===== src/rtl/serial_add_ctrl.sv =====
// Bit-serial unsigned adder sequencer: drives one full-adder cell built from
// two half adders, one operand bit per clock, with start/busy/done handshake.

module half_adder (
    input  logic a,
    input  logic b,
    output logic s,
    output logic c
);
    assign s = a ^ b;
    assign c = a & b;
endmodule

module serial_add_ctrl #(
    parameter int WIDTH = 8
) (
    input  logic             clk,
    input  logic             rst,
    input  logic             start,
    input  logic [WIDTH-1:0] a_in,
    input  logic [WIDTH-1:0] b_in,
    output logic             busy,
    output logic             done,
    output logic [WIDTH-1:0] sum,
    output logic             cout
);
    localparam int CW = (WIDTH > 1) ? $clog2(WIDTH) : 1;

    typedef enum logic [1:0] {IDLE = 2'd0, RUN = 2'd1, DONE = 2'd2} state_t;

    state_t           state, state_nxt;
    logic [WIDTH-1:0] sh_a, sh_b, res, res_nxt;
    logic             carry;
    logic [CW-1:0]    cnt;
    logic             accept, last;
    logic             p, g1, s, g2, carry_nxt;

    // New operands are taken only when no addition is in flight.
    assign accept = start && (state == IDLE || state == DONE);
    assign last   = (cnt == CW'(WIDTH - 1));

    half_adder u_ha0 (.a(sh_a[0]), .b(sh_b[0]), .s(p), .c(g1));
    half_adder u_ha1 (.a(p),       .b(carry),   .s(s), .c(g2));
    assign carry_nxt = g1 | g2;

    // Sum bits enter from the MSB side so the LSB lands at bit 0 after WIDTH shifts.
    generate
        if (WIDTH == 1) begin : g_res1
            assign res_nxt = s;
        end else begin : g_resn
            assign res_nxt = {s, res[WIDTH-1:1]};
        end
    endgenerate

    // State register.
    always_ff @(posedge clk) begin
        if (rst) state <= IDLE;
        else     state <= state_nxt;
    end

    // Next-state decode; start is ignored while running.
    always_comb begin
        state_nxt = state;
        case (state)
            IDLE:    if (start) state_nxt = RUN;
            RUN:     if (last)  state_nxt = DONE;
            DONE:    state_nxt = start ? RUN : IDLE;
            default: state_nxt = IDLE;
        endcase
    end

    // Handshake outputs decoded from the state register only.
    always_comb begin
        busy = (state == RUN);
        done = (state == DONE);
    end

    // Datapath: operand shifting, carry, counter and result publication.
    always_ff @(posedge clk) begin
        if (rst) begin
            sh_a  <= '0;
            sh_b  <= '0;
            res   <= '0;
            carry <= 1'b0;
            cnt   <= '0;
            sum   <= '0;
            cout  <= 1'b0;
        end else if (accept) begin
            sh_a  <= a_in;
            sh_b  <= b_in;
            carry <= 1'b0;
            cnt   <= '0;
        end else if (state == RUN) begin
            sh_a  <= sh_a >> 1;
            sh_b  <= sh_b >> 1;
            carry <= carry_nxt;
            res   <= res_nxt;
            cnt   <= cnt + CW'(1);
            if (last) begin
                sum  <= res_nxt;
                cout <= carry_nxt;
            end
        end
    end

endmodule


===== config.mk =====
export PLATFORM = sky130hd
export DESIGN_NAME = serial_add_ctrl
export DESIGN_NICKNAME = d
export VERILOG_FILES = /design/src/rtl/serial_add_ctrl.sv
export SDC_FILE = /design/constraint.sdc
export NUM_CORES = 1
export LEC_CHECK = 0
export ABC_AREA = 1
export BUFFER_PORTS_ARGS = -buffer_cell sky130_fd_sc_hd__buf_2
export CORE_UTILIZATION = 23
export DETAILED_ROUTE_END_ITERATION = 12
export PLACE_DENSITY = 0.42
export SYNTH_ARGS = -nofsm -noshare
export SYNTH_HDL_FRONTEND = slang
export SYNTH_SLANG_ARGS = --single-unit

===== constraint.sdc =====
create_clock -name clk -period 1.2 [get_ports clk]
set_input_delay 0.12 -clock clk [delete_from_list [all_inputs] [get_ports clk]]
set_output_delay 0.12 -clock clk [all_outputs]
set_load 0.01 [all_outputs]

==> results.py, run 1 <==
metrics = {
    "route": {
        "drtIter0Drc": 61,
        "routed_via_density": 3.924,
        "wirelength_um": 3791,
        "drt_pre_antenna_iters": 4,
        "drtAntennaViolNets": 0,
        "wire_per_inst_um": 10.30,
        "vias": 1444,
        "drc": 0,
    },
    "timing": {
        "slew_viol_final": 0,
        "relSlewSlack": 0.8865,
        "fmax_mhz": 851.8,
        "skew_ns": 0.003342,
        "period_share": 0.9783,
        "hold_viol_final": 0,
        "whs_ns": 0.05577,
        "worst_pin_slew_ns": 0.1685,
        "fin_crit_ns": 1.174,
        "rsz0062_at_grt": "yes",
        "setup_violations": 0,
    },
    "critical_path": {
        "required_ns": 1.39,
        "rrSetupSlack_ns": 0.03,
        "r2r_end": "sum[5]",
        "cp.arrival_ns": 1.37,
        "startpoint_type": "flip-flop",
        "endpoint_kind": "flip-flop",
        "worstSetupPathType": "flip-flop to flip-flop",
        "cp_max_fo": 8,
        "r2r_cells": 8,
        "cp-startpoint": "cnt[1]",
        "r2r-start": "cnt[1]",
    },
    "global_routing": {
        "grt_pass1_wl_um": 6272,
        "overflow": 0,
        "grt_pass1_vias": 1334,
        "grt_max_degree": 30,
        "antenna_found_initial": 0,
        "track_usage": 0.1076,
    },
    "power": {
        "power_uw": 2921,
        "vdd_drop_max_mv": 0.5883,
        "p_per_area_nw_per_um2": 1302,
        "power.leakage_uw": 0.001043,
    },
    "job": {
        "cap_viol_max_count": 0,
    },
    "yosys": {
        "avgSynthCellArea_um2": 7.474,
        "yosysWarnings": 0,
        "yosysSeqAreaShare": 0.4444,
        "ys_ff_latch": 38,
        "syn_nets": 251,
        "synth_area_um2": 1712,
        "synth_cell_types": 26,
        "synth_cells": 229,
    },
    "outcome": {
        "status": "finished clean",
    },
    "die": {
        "start_util": 0.2373,
        "chipHeight_um": 88.27,
        "core-area_um2": 7214,
        "die-area_um2": 7791,
        "row_count": 31,
        "die_w_um": 88.27,
        "io_pins": 30,
    },
    "clocking": {
        "path_clk_slew_ns": 0.08,
        "clk_latency_ns": 0.29,
        "htree_levels": 2,
        "clock_sinks": 38,
        "ctsRootBufferMaster": "clkbuf_8",
        "cts_max_path_buffers": 2,
        "cts_tree": "built",
        "hold_buffers": 0,
        "cts_buffers": 5,
    },
    "placed_design": {
        "placed_cell_area_um2": 1977,
        "hpwlAfterDp_um": 2617,
        "place_congestion": 0.6893,
        "port_buffers": 29,
    },
    "final_layout": {
        "insertedDiodeCount": 0,
        "layout_commonest_cell": "nand2_1",
        "area_delta_synth_final_pct": 31.07,
        "fin_area_um2": 2243,
        "mostFrequentLayoutCells": "40 x nand2_1, 38 x nor2_1, 34 x dfxtp_1",
        "post_route_cells_drive_above_1_share": 0.3197,
        "finalNetCount": 290,
    },
    "hold_path": {
        "min_path_cells": 3,
        "hold_end": "sh_b[7]",
        "hold_start": "b_in[7]",
        "min_path_type": "primary input to flip-flop",
    },
}
[layout make-up]
class,count,area [um2]
flip-flops and latches,38,768.2
clock inverters,3,45.04
fillers,832,4971
inverters,31,141.4
repair buffers,41,284.0
clock buffers,5,68.82
well taps,99,123.9
multi-input cells,151,812.0
[where the power goes]
group          total [uW]  leakage, uW  internal [uW]  switching [uW]
Clock                1110    0.0000504            619             491
Sequential           1390     0.000313           1340            55.9
Combinational         418     0.000680            181             237
Total                2920      0.00104           2140             785
[metal layers]
layer / track usage / wire [um]
met4: 0.04399 / 46
met5: 0 / 0
met3: 0.02892 / 151
met1: 0.1408 / 1940
met2: 0.1678 / 1653
[through the flow]
step / worst slack (ns) / setup TNS (ns) / instances / util
6_report: 0.02605 / 0 / 368 / 0.3110
4_1_cts: -0.004777 / -0.009386 / 365 / 0.2955
3_5_place_dp: -0.01307 / -0.02890 / 355 / 0.2740
5_1_grt: -0.03505 / -0.1406 / 368 / 0.3110
2_1_floorplan: 0.08559 / 0 / 229 / -
3_3_place_gp: 0.00003941 / 0 / 355 / 0.2740
[synthesized netlist by cell type (all sizes together)]
master,count,area share
clkbuf,1,0.0022
nand2,53,0.15
nand3,19,0.058
fa,1,0.012
inv,30,0.069
o21ai,19,0.058
xor2,1,0.0051
clkinv,1,0.0029
buf,8,0.045
dfxtp,38,0.44
nor2,43,0.10
ha,2,0.015
a21oi,13,0.040
[worst max-delay path: stages (launching register included)]
cell and delay (ns):
dfxtp_2 0.34, ha_4 0.16, ha_4 0.15, inv_2 0.07, nor2_4 0.05, nand2_2 0.09
clkinv_4 0.10, nand2_2 0.07, nand2_1 0.04
[state kept, by name, summed over array words and instances, names as in the netlist]
signal and cells:
carry 1, cnt 3, cout 1, res 7, sh_a 8, sh_b 8, state 2, sum 8
[worst max path at each step]
| stage | to | slack (ns) |
|---|---|---|
| 6_report | sum[5] | 0.03 |
| 5_1_grt | sum[3] | -0.04 |
| 4_1_cts | done | -0.005 |
| 3_5_place_dp | sum[0] | -0.01 |
| 3_3_place_gp | sum[5] | 0.00004 |
| 2_1_floorplan | sum[7] | 0.09 |
[cells by family (layout without fill, tap and decap cells)]
kind of cell,after synthesis,count (layout),synth area share
compound gates,32,32,0.09796
simple gates,115,115,0.3070
flops,38,38,0.4444
buf+inv,40,80,0.1191
fa+ha+maj,3,3,0.02631
xor+xnor,1,1,0.005118
[timing repair]
item | in CTS | in global routing
pin swaps | 1 | 4
cloned | 0 | 0
setup buffers | 2 | 4
resized for setup | 9 | 26
endpoints found under the setup margin | 13 | 28
No activity file was read; power rests on OpenSTA's default activity.
==> inputs of run 2 (changes only) <==
Settings changed: CORE_MARGIN set to 2, CORE_UTILIZATION 23 to 50, PLACE_DENSITY 0.42 to 0.76, SYNTH_HIERARCHICAL set to 1.
==> results.py, run 2 <==
metrics = {
    "placed_design": {
        "place_congestion": 0.7506,
        "port_buffers": 29,
        "hpwlAfterDp_um": 2261,
    },
    "yosys": {
        "yosysSeqAreaShare": 0.4258,
        "yosysWarnings": 6,
        "ys_ff_latch": 38,
        "yosysTopAreaCellShare": 0.4258,
        "synthTopCellsByArea": "dfxtp_1 43%, nand2_1 8.8%, nor2_1 7.8%",
        "synth_area_um2": 1787,
        "synth_cell_types": 25,
        "avgSynthCellArea_um2": 7.735,
        "async_reset_ff_frac": 0,
        "synth_cells": 231,
        "synth-main-ff-cell": "dfxtp_1",
        "ys_top_cells_by_count": "42 x nand2_1, 38 x dfxtp_1, 37 x nor2_1",
        "yosysTopAreaCell": "dfxtp_1",
        "synth_edf_count": 0,
        "syn_nets": 254,
        "synth_most_common_cell": "nand2_1",
    },
    "critical_path": {
        "r2r_end": "sum[2]",
        "critPathMaxStageDelay_ns": 0.37,
        "crit_chain": "ha_4 -> ha_4 -> inv_2 -> nor2_4 -> inv_4 -> nor2_1 -> nor2_1",
        "required_ns": 1.46,
        "worstSetupPathType": "flip-flop to flip-flop",
        "cp_slowest_cell": "dfxtp_2",
        "startpoint_type": "flip-flop",
        "cp.arrival_ns": 1.46,
        "cp_max_fo": 9,
        "r2r-start": "cnt[0]",
        "r2r_cells": 7,
        "rrSetupSlack_ns": -0.002,
        "endpoint_kind": "flip-flop",
    },
    "timing": {
        "relSlewSlack": 0.8232,
        "worst_pin_slew_ns": 0.2652,
        "period_share": 1.002,
        "fmax_mhz": 831.9,
        "skew_ns": 0.008801,
        "setup_violations": 2,
        "slew_viol_final": 0,
        "hold_viol_final": 0,
        "rsz0062_at_grt": "yes",
        "whs_ns": 0.08020,
        "fin_crit_ns": 1.202,
        "layout_setup_ws_ns": -0.002108,
        "setup_tns_ns": -0.002800,
    },
    "power": {
        "p_per_area_nw_per_um2": 1122,
        "power.leakage_uw": 0.001053,
        "vdd_drop_max_mv": 0.6926,
    },
    "route": {
        "drc": 0,
        "vias": 1587,
        "drtAntennaViolNets": 0,
        "wire_per_inst_um": 11.69,
        "drt_pre_antenna_iters": 4,
        "routed_via_density": 4.883,
        "wirelength_um": 3799,
        "drtIter0Drc": 110,
    },
    "clocking": {
        "ctsRootBufferMaster": "clkbuf_4",
        "htree_levels": 2,
        "cts_tree": "built",
        "path_clk_slew_ns": 0.11,
        "clock_sinks": 38,
        "cts_buffers": 5,
        "clk_latency_ns": 0.36,
        "cts_max_path_buffers": 2,
    },
    "die": {
        "chipHeight_um": 63.78,
        "row_count": 21,
        "core-area_um2": 3390,
        "start_util": 0.5271,
        "die_w_um": 63.78,
        "die-area_um2": 4068,
        "io_pins": 30,
    },
    "global_routing": {
        "track_usage": 0.1985,
        "grt_pass1_wl_um": 6189,
        "overflow": 0,
        "grt_pass1_vias": 1450,
        "antenna_found_initial": 0,
        "grt_max_degree": 29,
    },
    "hold_path": {
        "min_path_type": "primary input to flip-flop",
        "hold_end": "sh_a[6]",
        "hold_start": "a_in[6]",
        "min_path_cells": 5,
    },
    "job": {
        "cap_viol_max_count": 0,
    },
    "final_layout": {
        "post_route_cells_drive_above_1_share": 0.3871,
        "area_delta_synth_final_pct": 25.98,
        "layout_commonest_cell": "nand2_1",
        "finalNetCount": 302,
        "largest_registers": "sh_a x8, sh_b x8, sum x8",
        "insertedDiodeCount": 0,
        "mostFrequentLayoutCells": "37 x nand2_1, 36 x nor2_1, 32 x dfxtp_1",
    },
    "outcome": {
        "status": "finished with violations",
        "violations": "setup timing",
    },
}
run 2: cell count changes in the layout (fill, tap and decap cells not counted), moves of 3 or more:
cell	before	now
buf_4	7	14
clkbuf_4	0	5
clkbuf_8	5	0
nand3_1	18	13
nor2_2	2	7
a21oi_2	3	7
dfxtp_2	3	6
nand2_1	40	37
nand3_2	1	4
run 2: worst max-delay path by stage:
stage,startpoint,to,slack (ns),cells after the start
floorplan,sh_b[0],cout,0.001,5
global placement,sh_b[0],carry,-0.02,5
detailed placement,cnt[0],sum[1],-0.03,7
CTS,sh_a[0],res[7],0.004,4
global route,cnt[0],sum[1],-0.08,7
finish,cnt[0],sum[2],-0.002,7
run 2: per-stage QoR:
step / instance area, um2 / utilization / worst slack, ns / power, uW / instances
after floorplan: 1792 / - / 0.0009667 / 1729 / 231
after global placement: 1976 / 0.5829 / -0.01505 / 1812 / 307
after detailed placement: 1976 / 0.5829 / -0.02702 / 1819 / 307
after CTS: 2145 / 0.6327 / 0.004446 / 2485 / 323
after global routing: 2251 / 0.6641 / -0.08200 / 2650 / 325
final: 2251 / 0.6641 / -0.002108 / 2526 / 325
run 2: report_power, final:
part	internal, uW	switching (uW)	total, uW
combinational	227	282	509
sequential	1340	49.2	1390
clock	210	418	628
run 2: cell type report:
class                           count  area, um2
Inverter                           31      146.4
Timing Repair Buffer               49      330.3
Fill cell                         281       1139
Sequential cell                    38      768.2
Tap cell                           46      57.56
Clock inverter                      2      10.01
Clock buffer                        5      37.54
Multi-Input combinational cell    154      900.9
run 2: kinds of logic (layout without fill, tap and decap cells):
kind of cell               count (synthesis)  after routing  synth area share
buffers and inverters                     40             87            0.1253
and+or+nand+nor                          112            113            0.3046
xor gates and xnor gates                   1              1          0.004903
AOI/OAI and AO/OA                         36             36            0.1113
adders and majority gates                  4              4           0.02801
DFF                                       38             38            0.4258
run 2: routing by layer:
| layer | global-route usage | vias up | part of all wire |
|---|---|---|---|
| met5 | 0 | - | 0 |
| met4 | 0.1141 | 0 | 0.014 |
| met3 | 0.04401 | 5 | 0.053 |
| met2 | 0.3203 | 35 | 0.47 |
| met1 | 0.2427 | 729 | 0.46 |
| li1 | - | 818 | - |
run 2: repair_timing:
action,in CTS,in global routing
hold endpoints to repair,2,0
gates resized for setup,10,27
setup buffers,7,1
hold buffers,2,0
setup endpoints to repair,12,25
pin swaps,2,2
gates cloned,0,1
run 2: critical path, delay by kind of cell (launching register included):
| kind | cells | cell delay (ns) |
|---|---|---|
| adder cells (fa/ha/maj) | 2 | 0.26 |
| flip-flops | 1 | 0.37 |
| AND/OR/NAND/NOR | 3 | 0.34 |
| buffers and inverters | 2 | 0.14 |
